**src/rtl/puzzle_move_sequencer.sv**
```systemverilog
// puzzle_move_sequencer: loads a start board and steps the 8-puzzle ALU through a
// handshaked move stream. Define PMS_MOVE_LIMIT_EN to end a run after MAX_MOVES moves.
module puzzle_move_sequencer #(
    parameter int MCW       = 8,
    parameter int MAX_MOVES = 200
) (
    input  logic            clk,
    input  logic            rst_n,
    input  logic            start,
    input  logic [39:0]     start_board,
    input  logic [39:0]     goal_board,
    input  logic            mv_valid,
    output logic            mv_ready,
    input  logic [1:0]      mv_dir,
    input  logic            mv_last,
    output logic [3:0]      alu_op,
    output logic [39:0]     alu_in0,
    output logic [39:0]     alu_in1,
    input  logic [39:0]     alu_out,
    input  logic            alu_zf,
    output logic [39:0]     board,
    output logic [MCW-1:0]  move_count,
    output logic            busy,
    output logic            done,
    output logic            solved,
    output logic            illegal,
    output logic            limit_hit
);

    localparam logic [3:0] OP_COPY        = 4'd0;
    localparam logic [3:0] OP_COMP        = 4'd1;
    localparam logic [3:0] OP_POSSIBLE_UP = 4'd2;
    localparam logic [3:0] OP_TO_UP       = 4'd6;

`ifdef PMS_MOVE_LIMIT_EN
    localparam bit LIMIT_EN = 1'b1;
`else
    localparam bit LIMIT_EN = 1'b0;
`endif

    typedef enum logic [2:0] {
        S_IDLE,
        S_COMP,
        S_WAIT_MV,
        S_CHECK,
        S_APPLY,
        S_DONE
    } state_t;

    state_t          r_state;
    state_t          w_next;
    logic [39:0]     r_board;
    logic [MCW-1:0]  r_count;
    logic            r_solved;
    logic            r_illegal;
    logic            r_limit;
    logic [1:0]      r_dir;
    logic            r_last;
    logic            w_at_limit;

    assign w_at_limit = LIMIT_EN && (r_count == MCW'(MAX_MOVES));

    always_ff @(posedge clk or negedge rst_n) begin
        if (!rst_n) begin
            r_state <= S_IDLE;
        end else begin
            r_state <= w_next;
        end
    end

    // Solved outranks the move limit, which outranks the last-move marker.
    always_comb begin
        w_next = r_state;
        case (r_state)
            S_IDLE:    if (start) w_next = S_COMP;
            S_COMP: begin
                if (alu_zf)          w_next = S_DONE;
                else if (w_at_limit) w_next = S_DONE;
                else if (r_last)     w_next = S_DONE;
                else                 w_next = S_WAIT_MV;
            end
            S_WAIT_MV: if (mv_valid) w_next = S_CHECK;
            S_CHECK:   w_next = alu_zf ? S_APPLY : S_DONE;
            S_APPLY:   w_next = S_COMP;
            S_DONE:    w_next = S_IDLE;
            default:   w_next = S_IDLE;
        endcase
    end

    always_comb begin
        alu_op   = OP_COPY;
        alu_in0  = r_board;
        alu_in1  = r_board;
        mv_ready = 1'b0;
        done     = 1'b0;
        case (r_state)
            S_COMP: begin
                alu_op  = OP_COMP;
                alu_in1 = goal_board;
            end
            S_WAIT_MV: mv_ready = 1'b1;
            S_CHECK:   alu_op   = OP_POSSIBLE_UP + {2'b00, r_dir};
            S_APPLY:   alu_op   = OP_TO_UP + {2'b00, r_dir};
            S_DONE:    done     = 1'b1;
            default:   ;
        endcase
    end

    always_ff @(posedge clk or negedge rst_n) begin
        if (!rst_n) begin
            r_board   <= '0;
            r_count   <= '0;
            r_solved  <= 1'b0;
            r_illegal <= 1'b0;
            r_limit   <= 1'b0;
            r_dir     <= '0;
            r_last    <= 1'b0;
        end else begin
            case (r_state)
                S_IDLE: begin
                    if (start) begin
                        r_board   <= start_board;
                        r_count   <= '0;
                        r_solved  <= 1'b0;
                        r_illegal <= 1'b0;
                        r_limit   <= 1'b0;
                        r_last    <= 1'b0;
                    end
                end
                S_COMP: begin
                    if (alu_zf)          r_solved <= 1'b1;
                    else if (w_at_limit) r_limit  <= 1'b1;
                end
                S_WAIT_MV: begin
                    if (mv_valid) begin
                        r_dir  <= mv_dir;
                        r_last <= mv_last;
                    end
                end
                S_CHECK: if (!alu_zf) r_illegal <= 1'b1;
                S_APPLY: begin
                    r_board <= alu_out;
                    if (r_count != '1) r_count <= r_count + 1'b1;
                end
                default: ;
            endcase
        end
    end

    assign board      = r_board;
    assign move_count = r_count;
    assign busy       = (r_state != S_IDLE);
    assign solved     = r_solved;
    assign illegal    = r_illegal;
    assign limit_hit  = LIMIT_EN ? r_limit : 1'b0;

endmodule

```
**config.mk**
```make
export PLATFORM = sky130hd
export DESIGN_NAME = puzzle_move_sequencer
export DESIGN_NICKNAME = d
export VERILOG_FILES = /design/src/rtl/puzzle_move_sequencer.sv
export SDC_FILE = /design/constraint.sdc
export NUM_CORES = 1
export LEC_CHECK = 0
export ABC_CLOCK_PERIOD_IN_PS = 2100
export BUFFER_PORTS_ARGS = -buffer_cell sky130_fd_sc_hd__buf_2
export CAP_MARGIN = 10
export CORE_AREA = 2 2 102 104
export DETAILED_ROUTE_END_ITERATION = 8
export DIE_AREA = 0 0 104 106
export PLACE_DENSITY = 0.82
export SLEW_MARGIN = 20
export SYNTH_ARGS = -nofsm -noshare
export SYNTH_HDL_FRONTEND = slang
export SYNTH_SLANG_ARGS = --single-unit
```
**constraint.sdc**
```tcl
create_clock -name clk -period 2.1 [get_ports clk]
set_input_delay 0.42 -clock clk [delete_from_list [all_inputs] [get_ports clk]]
set_output_delay 0.42 -clock clk [all_outputs]
set_load 0.01 [all_outputs]
```
# Word level (Yosys, flattened, before mapping)

Index checks and enable logic that the tools add are counted.

Shifts and indexed selects: 0
Multiply operators: 0
Mux-type cells: 22
Bitwise operators: 0
Equal/unequal tests: 11
Reduce and logical (&&, ||, !) cells: 13
$add $sub $neg: 3
Div/mod/pow operators: 0
$lt $le $gt $ge: 0

Operator list:

| kind                  | number |
|---|---|
| $mux W40              | 2 |
| $pmux W40 S2          | 1 |
| $mux W8               | 2 |
| $pmux W8 S2           | 1 |
| $pmux W3 S5           | 1 |
| $mux W3               | 4 |
| $pmux W4 S3           | 1 |
| $reduce_and A3 Y1     | 4 |
| $ne A2 B2 Y1 const B  | 5 |
| $add A8 B1 Y8 const B | 1 |
| $ne A8 B8 Y1 const B  | 1 |
| $reduce_bool A2 Y1    | 4 |
| $mux W1               | 7 |
| $eq A3 B2 Y1 const B  | 2 |
| $eq A3 B3 Y1 const B  | 2 |
| $pmux W1 S2           | 3 |
| $reduce_and A2 Y1     | 3 |
| $add A3 B2 Y4 const A | 1 |
| $add A2 B2 Y3 const A | 1 |
| $eq A3 B1 Y1 const B  | 1 |
| $logic_not A3 Y1      | 1 |
| $reduce_bool A3 Y1    | 1 |

Memory bits (read-only): 0
Word-level logic and storage cells: 56
Output and inout bits: 138
Memories: 0
Memory bits (writable): 0
Latch bits: 0
Input bits: 128
Bits in registers: 56

# Longest topological paths before layout

Depth in word-level cells: 3
Depth in mapped cells: 6
Depth with buffers taken out: 5

# Least setup slack after synthesis

Ideal clock, no wire load.

Path type: register to output
From: register r_state[2]
To: output port alu_in1[10]
Buffers on the path: 1
Stages on the path, launching flop included: 5
Setup slack: 249 ps
Required time: 1680 ps
Arrival: 1431 ps
Cells stage by stage: dfrtp_1 > nand2b_1 > nor2_1 > buf_2 > mux2_2

Cells in the longest elaborated chain, start to end: 2

Ends and longest elaborated chain:

| element                | RTL line | RTL |
|---|---|---|
| from (decl)            | 50       | `state_t r_state;` |
| from (signal assigned) | 67       | `r_state <= w_next;` |
| $eq A3 B1 Y1           | 96       | `case (r_state)` |
| $mux W40               | 96       |  |
| to (decl)              | 18       | `output logic [39:0] alu_in1,` |

Every way passes these cells.

# Worst setup path after layout

From: register r_state[2]
To: output port alu_in1[31]

Same word-level chain as after synthesis.

==> summary.md <==
| Metric | Value |
|---|---|
| Status | finished, violations left |
| Failing checks | setup timing |
| Pin count of the biggest net entering global routing | 44 |
| Syn avg cell area | 8.591 um^2 |
| Share of post-route cells with drive strength above 1 | a little under three fifths |
| Worst min-delay path class | primary input to async pin |
| Post-DRT Antenna Nets | 0 |
| Placed cells | 749 |
| Root Buffer | clkbuf_8 |
| Power density cells | 1710 mW/mm^2 |
| YS warnings | 0 |
| Cells after synthesis | 403 |
| Leakage | 2.789 nW |
| CTS HTree Levels | 2 |
| Most used cell, CP | buf_6 |
| Initial antenna violation count | 1 |
| Peak supply drop | 646.8 uV |
| Fin crit share | 102.1% |
| Initial core utilization | between 30% and 40% |
| CTS tree | yes |
| Core area | 0.01000 mm^2 |
| Row cnt | 37 |
| Critical path type | register to output port |
| I/O pin count | 266 |
| Final Setup Violations | 23 |
| Total power | 8.982 mW |
| Commonest cells after routing, fill and taps aside | buf_2 (228), nand2_1 (92), dfrtp_1 (54) |
| Total GRT Usage | 20.03% |
| CTS Hold Bufs | 0 |
| Area Overhead vs Synth | 51.72% |
| Width of the die | 104 um |
| Vias in the first global route | 3504 |
| Post-route insts no fill | 768 |
| Slowest stage cell, crit path | dfrtp_1 |
| RSZ-0062 raised after global routing | yes |
| Maximum fanout along the worst path | 10 |
| CP arrival | approximately 1.7 ns |
| Worst setup EP type | output port |
| Min setup slack post-route | -0.04445 ns |
| Layout Nets | 759 |
| CP Cell Sequence | nand2b_4 > nor2_4 > buf_6 > buf_16 > mux2_2 > buf_6 |
| Worst EP required | 1.68 ns |
| Clk Latency, worst-skew pair | 0.31 ns |
| F_max | 466.3 MHz |
| WL/cell | 15.31 um |
| Number of port buffers | ~260 |
| CTS max path bufs | 2 |
| Reg clk slew, reported paths | 0.10 ns |
| DR pass1 iterations | 4 |
| Cell area after synthesis | 0.003462 mm^2 |
| Core Util, Final | 52.53% |
| Fin. max-slew vios | 0 |
| Asr flop ratio synth | 100.0% |
| Total Wirelength | 11760 um |
| Worst relative slew slack | around 60% |
| Remaining global-route overflow | 0 |
| Yosys reg bits | 56 |
| Hold Slack | 0.1071 ns |
| Clock Skew | 0.006786 ns |
| Final Critical Period | 2.144 ns |
| Number of CTS-inserted buffers | 5 |
| Die area | 0.01102 mm^2 |
| Vias/cell | 4.859 |
| Post-synth EDFFs | 0 |
| Final Wtd Congestion | 0.8006 |
| Worst-margin pin slew | about 0.6 ns |
| Crit-path max cell delay | 0.39 ns |
| Seq/Total Area, Yosys | between 40% and 50% |
| Vias post-DR | 3732 |
| Startpoint Class | register |
| Fillers | 927 |
| Maxcap violations | 0 |
| TritonCTS Sinks | 56 |
| Register area | roughly 0.0014 mm^2 |
| Crit path buf inv count | 3 |
| Crit path max-delay family | buffers and inverters |
| DP HPWL | roughly 8300 um |
| Commonest non-fill, non-tap cell in the layout | buf_2 |
| Main synth FF type | dfrtp_1 |
| First-pass GRT wire length | 17820 um |
| Multi-input gate area | around 0.0018 mm^2 |
| Iter 0 DRT Violations | 142 |
| Syn nets | 532 |
| Final hold vios | 0 |
| DIE HEIGHT | 106 um |
| Residual DRC count | 0 |
| Synth unique cells | 35 |
cell type report:
type / count / share of cell area (%)
sequential: 56 / 26.73
timing repair buffer: 287 / 34.68
multi-input combinational: 279 / 33.47
inverter: 1 / 0.07146
clock buffer: 6 / 1.572
tap: 136 / 3.240
antenna: 1 / 0.04764
clock inverter: 2 / 0.1906
kinds of logic (layout without fill, tap and decap cells):
kind of cell    after synthesis  count (layout)  share of synthesized area (%)
compound gates               65              65                          12.14
xor+xnor                      2               2                         0.5061
fa+ha+maj                     1               1                         0.3613
buf+inv                      68             296                          12.32
flops                        56              56                          40.48
mux                          43              43                          13.99
other cells                   1               2                         0.1083
simple gates                167             167                          20.09
flip-flops by register name (all words and copies together) (netlist names):
name	count
move_count	8
alu_in0	40
r_last	1
r_state	3
r_dir	2
solved	1
illegal	1
cell usage after synthesis (3+ instances only):
cell type  instances  area, um^2
nor3_1             3       15.01
a31oi_1           40       250.2
and3_1             5       31.28
o21ai_0           12       60.06
nor2_1            48       180.2
mux2_2            43       484.2
nor2b_1            4       25.02
dfrtp_1           56        1401
nand3_1            4       20.02
nand2_1           92       345.3
clkbuf_1          12       45.04
buf_2             14       70.07
buf_4             41       307.8
power by group:
part / switching, mW / internal [mW] / total [mW] / leakage (nW)
Clock: 0.354 / 0.265 / 0.619 / 0.0510
Sequential: 0.563 / 1.60 / 2.16 / 0.677
Combinational: 2.89 / 3.31 / 6.20 / 2.06
Total: 3.81 / 5.17 / 8.98 / 2.79
stage by stage:
step / worst slack, ns / area (um^2) / setup TNS (ns)
6_report: -0.04445 / 5253 / -0.4865
2_1_floorplan: 0.2487 / 3462 / 0
4_1_cts: -0.07451 / 5135 / -2.304
5_1_grt: -0.1464 / 5253 / -4.515
3_5_place_dp: 0.2468 / 4683 / 0
3_3_place_gp: 0.2542 / 4683 / 0
routing by layer:
metal  global-route usage, %  vias to the layer above  share of wire [%]
met5                       0                        -                  0
met4                   6.467                        0                1.8
met3                   3.801                       12                6.4
met2                   38.16                      166                 53
met1                   22.41                     1773                 39
li1                        -                     1781                  -
final timing paths:
path | start | endpoint | slack, ns | cells past startpoint
max in group asynchronous | rst_n | r_state[1]$_DFFE_PN0P_ | 1.41 | 2
hold / removal | rst_n | alu_in0[17]$_DFFE_PN0P_ | 0.11 | 1
setup / recovery | r_state[2]$_DFFE_PN0P_ | alu_in1[31] | -0.04 | 6
min in group clk | mv_last | r_last$_DFFE_PN0P_ | 0.33 | 3
setup reg to reg | r_state[2]$_DFFE_PN0P_ | move_count[5]$_DFFE_PN0P_ | 0.25 | 6
hold reg to reg | solved$_DFFE_PN0P_ | solved$_DFFE_PN0P_ | 0.52 | 1
repair_timing:
item / CTS / global route
pin swaps: 1 / 1
endpoints found under the setup margin: 42 / 42
resized for setup: 52 / 18
gates cloned: 2 / 1
setup buffers: 6 / 1
Power figures use the tool's default switching activity.
